===== src/rtl/cpu_ctrl_pkg.sv =====
// Shared control definitions for the multicycle ALU sequencer: state/class
// encodings, opcode-class bit positions and fixed datapath select values.
package cpu_ctrl_pkg;

  typedef enum logic [1:0] {
    ST_IDLE,
    ST_FETCH_OPS,
    ST_EXEC,
    ST_WRITEBACK
  } state_t;

  typedef enum logic [1:0] {
    CLS_NONE,
    CLS_RTYPE,
    CLS_OPIMM
  } alu_class_t;

  localparam int unsigned CODE_RTYPE = 12;
  localparam int unsigned CODE_OPIMM = 11;

  localparam logic [1:0] SEL_RD_ALU        = 2'b00;
  localparam logic [2:0] SEL_MEM_EXT_NONE  = 3'b000;
  localparam logic [1:0] SEL_MEM_SIZE_NONE = 2'b00;
  localparam logic [2:0] FUNC3_SR          = 3'b101;

  // R-type wins when both class bits are set.
  function automatic alu_class_t decode_class(input logic [31:0] code);
    if (code[CODE_RTYPE])      return CLS_RTYPE;
    else if (code[CODE_OPIMM]) return CLS_OPIMM;
    else                       return CLS_NONE;
  endfunction

endpackage


===== src/rtl/fsm_alu_if.sv =====
// Control bundle between fetch/decode (master) and the ALU sequencer (slave).
interface fsm_alu_if;
  logic [31:0] ins;
  logic [31:0] code;
  logic        start;
  logic        lu;
  logic        ls;
  logic        eq;

  logic [4:0]  rs1_addr;
  logic [4:0]  rs2_addr;
  logic [4:0]  rd_addr;
  logic [2:0]  func3;
  logic [2:0]  sel_mem_extension;
  logic [1:0]  sel_mem_size;
  logic [1:0]  sel_rd;
  logic        load_pc;
  logic        load_regfile;
  logic        load_rs1;
  logic        load_rs2;
  logic        load_alu;
  logic        sel_pc_next;
  logic        sel_pc_alu;
  logic        sel_alu_a;
  logic        sel_alu_b;
  logic        sub_sra;

  modport master (
    output ins, code, start, lu, ls, eq,
    input  rs1_addr, rs2_addr, rd_addr, func3,
    input  sel_mem_extension, sel_mem_size, sel_rd,
    input  load_pc, load_regfile, load_rs1, load_rs2, load_alu,
    input  sel_pc_next, sel_pc_alu, sel_alu_a, sel_alu_b, sub_sra
  );

  modport slave (
    input  ins, code, start, lu, ls, eq,
    output rs1_addr, rs2_addr, rd_addr, func3,
    output sel_mem_extension, sel_mem_size, sel_rd,
    output load_pc, load_regfile, load_rs1, load_rs2, load_alu,
    output sel_pc_next, sel_pc_alu, sel_alu_a, sel_alu_b, sub_sra
  );
endinterface


===== src/rtl/fsm_alu_decode.sv =====
// ALU operand-B select and subtract/arithmetic-shift modifier from the
// latched instruction class and the relevant instruction bits.
module alu_ctrl_decode
  import cpu_ctrl_pkg::*;
(
  input  logic       i_bit30,
  input  logic [2:0] i_func3,
  input  alu_class_t i_class,
  output logic       o_sel_alu_b,
  output logic       o_sub_sra
);

  always_comb begin
    o_sel_alu_b = 1'b0;
    o_sub_sra   = 1'b0;
    case (i_class)
      CLS_RTYPE: o_sub_sra = i_bit30;
      CLS_OPIMM: begin
        o_sel_alu_b = 1'b1;
        // bit30 is immediate data for everything except srli/srai
        o_sub_sra   = (i_func3 == FUNC3_SR) && i_bit30;
      end
      default: ;
    endcase
  end

endmodule


===== src/rtl/fsm_alu.sv =====
// Multicycle control FSM for RV64 integer R-type / OP-IMM instructions:
// IDLE -> FETCH_OPS -> EXEC -> WRITEBACK -> IDLE with Moore strobes.
module fsm_alu
  import cpu_ctrl_pkg::*;
(
  input logic    clk,
  input logic    rst_n,
  fsm_alu_if.slave bus
);

  state_t     r_state;
  state_t     w_next;
  alu_class_t r_class;
  alu_class_t w_class_in;
  logic       w_sel_alu_b;
  logic       w_sub_sra;
  logic       w_unused;

  assign w_class_in = decode_class(bus.code);
  assign w_unused   = ^{bus.lu, bus.ls, bus.eq, bus.code[31:13], bus.code[10:0],
                        bus.ins[31], bus.ins[29:25], bus.ins[6:0]};

  assign bus.rs1_addr = bus.ins[19:15];
  assign bus.rs2_addr = bus.ins[24:20];
  assign bus.rd_addr  = bus.ins[11:7];
  assign bus.func3    = bus.ins[14:12];

  always_ff @(posedge clk or negedge rst_n) begin
    if (!rst_n) begin
      r_state <= ST_IDLE;
      r_class <= CLS_NONE;
    end else begin
      r_state <= w_next;
      if (r_state == ST_IDLE) r_class <= w_class_in;
    end
  end

  always_comb begin
    w_next = r_state;
    case (r_state)
      ST_IDLE:      if (bus.start && (w_class_in != CLS_NONE)) w_next = ST_FETCH_OPS;
      ST_FETCH_OPS: w_next = ST_EXEC;
      ST_EXEC:      w_next = ST_WRITEBACK;
      ST_WRITEBACK: w_next = ST_IDLE;
      default:      w_next = ST_IDLE;
    endcase
  end

  alu_ctrl_decode u_decode (
    .i_bit30     (bus.ins[30]),
    .i_func3     (bus.ins[14:12]),
    .i_class     (r_class),
    .o_sel_alu_b (w_sel_alu_b),
    .o_sub_sra   (w_sub_sra)
  );

  always_comb begin
    bus.load_pc           = 1'b0;
    bus.load_regfile      = 1'b0;
    bus.load_rs1          = 1'b0;
    bus.load_rs2          = 1'b0;
    bus.load_alu          = 1'b0;
    bus.sel_alu_b         = 1'b0;
    bus.sub_sra           = 1'b0;
    bus.sel_rd            = SEL_RD_ALU;
    bus.sel_mem_extension = SEL_MEM_EXT_NONE;
    bus.sel_mem_size      = SEL_MEM_SIZE_NONE;
    bus.sel_pc_next       = 1'b0;
    bus.sel_pc_alu        = 1'b0;
    bus.sel_alu_a         = 1'b0;
    // ALU modifiers are held across the whole sequence, forced low in IDLE
    if (r_state != ST_IDLE) begin
      bus.sel_alu_b = w_sel_alu_b;
      bus.sub_sra   = w_sub_sra;
    end
    case (r_state)
      ST_FETCH_OPS: begin
        bus.load_rs1 = 1'b1;
        bus.load_rs2 = 1'b1;
      end
      ST_EXEC:      bus.load_alu = 1'b1;
      ST_WRITEBACK: begin
        bus.load_regfile = 1'b1;
        bus.load_pc      = 1'b1;
      end
      default: ;
    endcase
  end

endmodule


===== src/flat_wrapper.sv =====
// flat-port wrapper written by rule: the top's interface ports become plain ports
module fsm_alu_flat import cpu_ctrl_pkg::*;
  (clk, rst_n, bus_ins, bus_code, bus_start, bus_lu, bus_ls, bus_eq, bus_rs1_addr, bus_rs2_addr, bus_rd_addr, bus_func3, bus_sel_mem_extension, bus_sel_mem_size, bus_sel_rd, bus_load_pc, bus_load_regfile, bus_load_rs1, bus_load_rs2, bus_load_alu, bus_sel_pc_next, bus_sel_pc_alu, bus_sel_alu_a, bus_sel_alu_b, bus_sub_sra);
  fsm_alu_if bus_i ();
  input logic clk;
  input logic rst_n;
  input wire logic [$bits(bus_i.ins)-1:0] bus_ins;
  input wire logic [$bits(bus_i.code)-1:0] bus_code;
  input wire logic [$bits(bus_i.start)-1:0] bus_start;
  input wire logic [$bits(bus_i.lu)-1:0] bus_lu;
  input wire logic [$bits(bus_i.ls)-1:0] bus_ls;
  input wire logic [$bits(bus_i.eq)-1:0] bus_eq;
  output wire logic [$bits(bus_i.rs1_addr)-1:0] bus_rs1_addr;
  output wire logic [$bits(bus_i.rs2_addr)-1:0] bus_rs2_addr;
  output wire logic [$bits(bus_i.rd_addr)-1:0] bus_rd_addr;
  output wire logic [$bits(bus_i.func3)-1:0] bus_func3;
  output wire logic [$bits(bus_i.sel_mem_extension)-1:0] bus_sel_mem_extension;
  output wire logic [$bits(bus_i.sel_mem_size)-1:0] bus_sel_mem_size;
  output wire logic [$bits(bus_i.sel_rd)-1:0] bus_sel_rd;
  output wire logic [$bits(bus_i.load_pc)-1:0] bus_load_pc;
  output wire logic [$bits(bus_i.load_regfile)-1:0] bus_load_regfile;
  output wire logic [$bits(bus_i.load_rs1)-1:0] bus_load_rs1;
  output wire logic [$bits(bus_i.load_rs2)-1:0] bus_load_rs2;
  output wire logic [$bits(bus_i.load_alu)-1:0] bus_load_alu;
  output wire logic [$bits(bus_i.sel_pc_next)-1:0] bus_sel_pc_next;
  output wire logic [$bits(bus_i.sel_pc_alu)-1:0] bus_sel_pc_alu;
  output wire logic [$bits(bus_i.sel_alu_a)-1:0] bus_sel_alu_a;
  output wire logic [$bits(bus_i.sel_alu_b)-1:0] bus_sel_alu_b;
  output wire logic [$bits(bus_i.sub_sra)-1:0] bus_sub_sra;
  assign bus_i.ins = bus_ins;
  assign bus_i.code = bus_code;
  assign bus_i.start = bus_start;
  assign bus_i.lu = bus_lu;
  assign bus_i.ls = bus_ls;
  assign bus_i.eq = bus_eq;
  assign bus_rs1_addr = bus_i.rs1_addr;
  assign bus_rs2_addr = bus_i.rs2_addr;
  assign bus_rd_addr = bus_i.rd_addr;
  assign bus_func3 = bus_i.func3;
  assign bus_sel_mem_extension = bus_i.sel_mem_extension;
  assign bus_sel_mem_size = bus_i.sel_mem_size;
  assign bus_sel_rd = bus_i.sel_rd;
  assign bus_load_pc = bus_i.load_pc;
  assign bus_load_regfile = bus_i.load_regfile;
  assign bus_load_rs1 = bus_i.load_rs1;
  assign bus_load_rs2 = bus_i.load_rs2;
  assign bus_load_alu = bus_i.load_alu;
  assign bus_sel_pc_next = bus_i.sel_pc_next;
  assign bus_sel_pc_alu = bus_i.sel_pc_alu;
  assign bus_sel_alu_a = bus_i.sel_alu_a;
  assign bus_sel_alu_b = bus_i.sel_alu_b;
  assign bus_sub_sra = bus_i.sub_sra;
  fsm_alu u_core (.clk(clk), .rst_n(rst_n), .bus(bus_i));
endmodule

===== config.mk =====
export PLATFORM = sky130hd
export DESIGN_NAME = fsm_alu_flat
export DESIGN_NICKNAME = d
export VERILOG_FILES = /design/src/rtl/cpu_ctrl_pkg.sv /design/src/rtl/fsm_alu_if.sv /design/src/rtl/fsm_alu_decode.sv /design/src/rtl/fsm_alu.sv /design/src/flat_wrapper.sv
export SDC_FILE = /design/constraint.sdc
export NUM_CORES = 1
export LEC_CHECK = 0
export ABC_AREA = 1
export ABC_CLOCK_PERIOD_IN_PS = 2150
export BUFFER_PORTS_ARGS = -buffer_cell sky130_fd_sc_hd__buf_4
export CORE_MARGIN = 2
export CORE_UTILIZATION = 27
export CTS_BUF_LIST = sky130_fd_sc_hd__clkbuf_4 sky130_fd_sc_hd__clkbuf_8
export DETAILED_ROUTE_END_ITERATION = 16
export GPL_TIMING_DRIVEN = 0
export HOLD_SLACK_MARGIN = 0.03
export PLACE_DENSITY = 0.86
export SLEW_MARGIN = 10
export SYNTH_ARGS = -nofsm -noshare
export SYNTH_HDL_FRONTEND = slang
export SYNTH_SLANG_ARGS = --single-unit

===== constraint.sdc =====
create_clock -name clk -period 2.15 [get_ports clk]
set_input_delay 0.215 -clock clk [delete_from_list [all_inputs] [get_ports clk]]
set_output_delay 0.215 -clock clk [all_outputs]
set_load 0.01 [all_outputs]

### After elaboration in Yosys (flattened, before gate mapping)

Cells that the tools add are included.

| word-level totals | value |
|---|---|
| output and inout port bits | 35 |
| logic and storage cells | 25 |
| bits in registers | 4 |

| operators by class | value |
|---|---|
| eq/ne operators | 7 |
| multiplexer cells | 11 |
| reductions and logical operators | 5 |

Operators with widths:

| cell | number |
|---|---|
| 2-bit one-hot mux with 4 select lines | 1 |
| 2-bit == test (second input constant) | 3 |
| 1-bit 2-to-1 mux | 6 |
| 2-bit 2-to-1 mux | 3 |
| 2-bit by 1-bit == test with 1-bit output (second input constant) | 2 |
| 2-bit nonzero test | 2 |
| 3-bit == test (second input constant) | 1 |
| 1-bit logical AND | 2 |
| 2-bit logical NOT | 1 |
| 2-bit inequality test (second input constant) | 1 |
| 1-bit one-hot mux with 2 select lines | 1 |

### Longest topological paths before layout

| logic depth | value |
|---|---|
| depth after elaboration | 6 |
| gate-level depth with buffers | 6 |
| mapped depth without buffers | 6 |

### Modules after synthesis

A second synthesis with hierarchy kept.

| unflattened totals | value |
|---|---|
| cell total of the unflattened synthesis | 75 |
| area total of the unflattened synthesis | 563.0 um^2 |

By module, submodules not included:

| module | seq. area each (um^2) | cells an instance | times used | area an instance (um^2) |
|---|---|---|---|---|
| fsm_alu | 100.1 | 62 | 1 | 489.2 |
| alu_ctrl_decode | 0.0 | 13 | 1 | 73.8 |

### Least setup slack after synthesis

No wires, ideal clock.

| path | value |
|---|---|
| path type | register to output |
| start | register u_core.r_state[0] |
| end | output bus_sub_sra |
| path slack | 0.864 ns |
| data arrival time | 1.071 ns |
| required time | 1.935 ns |
| stages on the path, launching flop included | 6 |
| buffers on the path | 0 |
| cells stage by stage | dfrtp_1 -> inv_1 -> ha_1 -> nor2_1 -> nand2_1 -> a21oi_1 |

| between the ends | value |
|---|---|
| cells in the longest elaborated chain, start to end | 2 |

RTL lines:

| item | line | text |
|---|---|---|
| from (decl) | fsm_alu.sv:11 | `state_t r_state;` |
| from (signal assigned) | fsm_alu.sv:33 | `r_state <= w_next;` |
| 2-bit nonzero test | fsm_alu.sv:72 | `if (r_state != ST_IDLE) begin` |
| 1-bit 2-to-1 mux | fsm_alu.sv:72 |  |
| to (decl) | flat_wrapper.sv:29 | `output wire logic [$bits(bus_i.sub_sra)-1:0] bus_sub_sra;` |

No other way between the ends.

### Worst setup path in the final report

Ends and elaborated chain as after synthesis.

==> flow_summary.ini <==
[outcome]
run_status = finished, final reports clean

[sta]
final_max_slew_viol_count = 0
max_freq_mhz = 573
setup_tns_ns = 0
finalClockSkew_ns = 0.000566
rsz0062_at_grt = no
whs_ns = 0.222
final.period_utilization_pct = 81.2
fin_crit_ns = 1.75
hold_viol_final = 0
setup_viol = 0

[critical_path]
critPathRequiredTime_ns = 1.93
critPathLaunchType = flip-flop
r2r-end = u_core.r_state[0]
rr_worst_depth = 5
worstPathMaxFanout = 7
reg2reg_from = u_core.r_state[0]
cp-end-kind = primary output
reg2reg_slack_ns = 0.92
critical_path.cell_chain = inv_1 -> ha_1 -> nor2_1 -> nand2_1 -> a21oi_1 -> buf_4
crit_slowest_cell = dfrtp_1
crit_arrival_ns = 1.53
crit_path_max_incr_delay_ns = 0.39
path_class = reg2out
path_buf_inv = 2
critPathTopFamily = flip-flops

[yosys]
synth_ff_type = dfrtp_1
yosys.area_share.simple_pct = 11.8
synthTopCellsByArea = buf_4, dfrtp_1, ha_1
synthDistinctLibCells = 14
async_reset_ff_share_pct = 100
post-synth-top-area-cell = buf_4
seq_area_frac_synth_pct = 18.9
muxShareOfSynthArea_pct = 0
syn_avg_cell_area_um2 = 7.78
synth_top_family_by_area = buffers and inverters
yosysWarnings = 0
synth-edff-count = 0
netlist_area_um2 = 529
synth_common_cells = buf_4, ha_1, inv_1, nand2_1, dfrtp_1
yosysTopAreaCellShare_pct = 42.6
syn_inst = 68
ys_ff_latch = 4
synth_adder_area_share_pct = 16.5
synth_xor_area_share_pct = 0
synth.most_common_cell = buf_4
synth_compound_area_share_pct = 3.78

[grt]
grt-ovfl-total = 0
grt_start_max_net_pins = 8
grt_pass1_wl_um = 1630
grt_use_total_pct = 10.7
grt_pass1_vias = 433
antenna_found_initial = 0

[power_and_ir_drop]
internal_power_mw = 0.414
seqPwrFrac_pct = 20.5
comb_power_share_pct = 67.1
fin_total_pwr_mw = 0.707
power_density_mw_per_mm2 = 806
leakage_nw = 0.536
peakVddDrop_v = 0.000381
switching_power_mw = 0.293
p_clk_share_pct = 12.5
p_sw_share_pct = 41.4

[min_path]
hold_start = bus_code[11]
min_path_cells = 3
hold_path_class = in2reg
worstHoldEndpoint = u_core.r_class[1]

[routing]
drt-pass1-iter-count = 4
drc = 0
via_per_inst = 3.72
detail_route.iter0.violations = 4
drt.antenna.violating_nets = 0
wirelength_um = 1260
routedWlPerCell_um = 8.93
via_count = 524

[layout]
fill_cells = 187
drive_above_1_share_pct = 59.6
nets = 193
area_growth_pct = 65.7
fin_util_pct = 46.1
num_antenna_cells = 0

[floorplan]
core-area_mm2 = 0.00190
initial_core_util_pct = 27.8
die_h_um = 48.3
die_x_um = 48.3
die_area_mm2 = 0.00233
num_rows = 16
pin_count = 105

[clock_tree]
post_cts_resize_count = 0
htree_levels = 1
numCtsBuffers = 3
worstSkewPairLatency_ns = 0.23
clockRootBuffer = clkbuf_4
cts.sinks = 4
ctsLongestPathBuffers = 2
cts_tree = built
cts_setup_buffers = 0
clkSlewWorstSetupHoldPaths_ns = 0.03

[placed_design]
port_buffers = 33
place.gp.congestion = 0.543

[run]
drv_cap = 0
-- registers in the layout, summed over array words and instances (netlist names) --
signal,flops
u_core.r_class,2
u_core.r_state,2
-- power groups by stage --
stage                     logic [mW]  clock network [mW]  registers (mW)
after floorplan                0.299                   0           0.137
after global placement         0.438                   0           0.141
after detailed placement       0.469                   0           0.144
after CTS                      0.472              0.0935           0.143
after global routing           0.538               0.103           0.150
final                          0.474              0.0880           0.145
-- kinds of logic (layout without fill, tap and decap cells) --
family,after synthesis,in the layout
buffers and inverters,38,75
and+or+nand+nor,14,14
other,1,10
AOI/OAI and AO/OA,4,4
DFF,4,4
adders and majority gates,7,7
-- layer usage --
layer	track usage [%]	vias to the layer above	wire [um]
li1	-	259	-
met1	8.11	230	352
met2	20.5	35	713
met3	3.33	0	192
met4	9.73	0	0
met5	0	-	0
-- placed cells by master, fill, tap and decap left out --
cell type,n
buf_4,63
conb_1,10
inv_1,7
nand2_1,7
ha_1,7
dfrtp_1,4
clkbuf_4,3
nor2_1,2
a21oi_1,2
o21ai_1,2
nand3_1,2
nand4_1,1
or2_1,1
inv_2,1
nor2_2,1
dlygate4sd3_1,1
-- worst reg2reg max path: stages, from the launching register on --
cell	delay [ns]
dfrtp_1	0.41
inv_1	0.13
ha_1	0.32
nand2_1	0.12
nand2_1	0.08
nand2_1	0.05
-- metrics by stage --
step / setup WS [ns] / std cells / instance area (um^2)
after floorplan: 0.864 / 77 / 563
after global placement: 0.760 / 137 / 845
after detailed placement: 0.671 / 137 / 845
after CTS: 0.413 / 141 / 877
after global routing: 0.322 / 141 / 877
final: 0.404 / 141 / 877
-- worst max-delay path by stage --
stage               slack, ns  cells past startpoint          end              start
floorplan                0.86                      5  bus_sub_sra  u_core.r_state[0]
global placement         0.76                      6  bus_sub_sra  u_core.r_state[0]
detailed placement       0.67                      6  bus_sub_sra  u_core.r_state[0]
CTS                      0.41                      6  bus_sub_sra  u_core.r_state[0]
global route             0.32                      6  bus_sub_sra  u_core.r_state[0]
finish                   0.40                      6  bus_sub_sra  u_core.r_state[0]
-- cell type report --
cell class	count	area (um^2)	share of cell area, %
Tap cell	27	33.8	3.85
Multi-Input combinational cell	35	208	23.7
Sequential cell	4	100	11.4
Buffer	30	225	25.7
Timing Repair Buffer	34	258	29.4
Inverter	8	30.0	3.42
Clock buffer	3	22.5	2.57
-- timing repair --
action,4_1_cts,5_1_grt
hold buffers,1,0
endpoints found under the setup margin,0,0
hold endpoints to repair,4,0
Note: power is estimated with default switching activity, not from simulation.
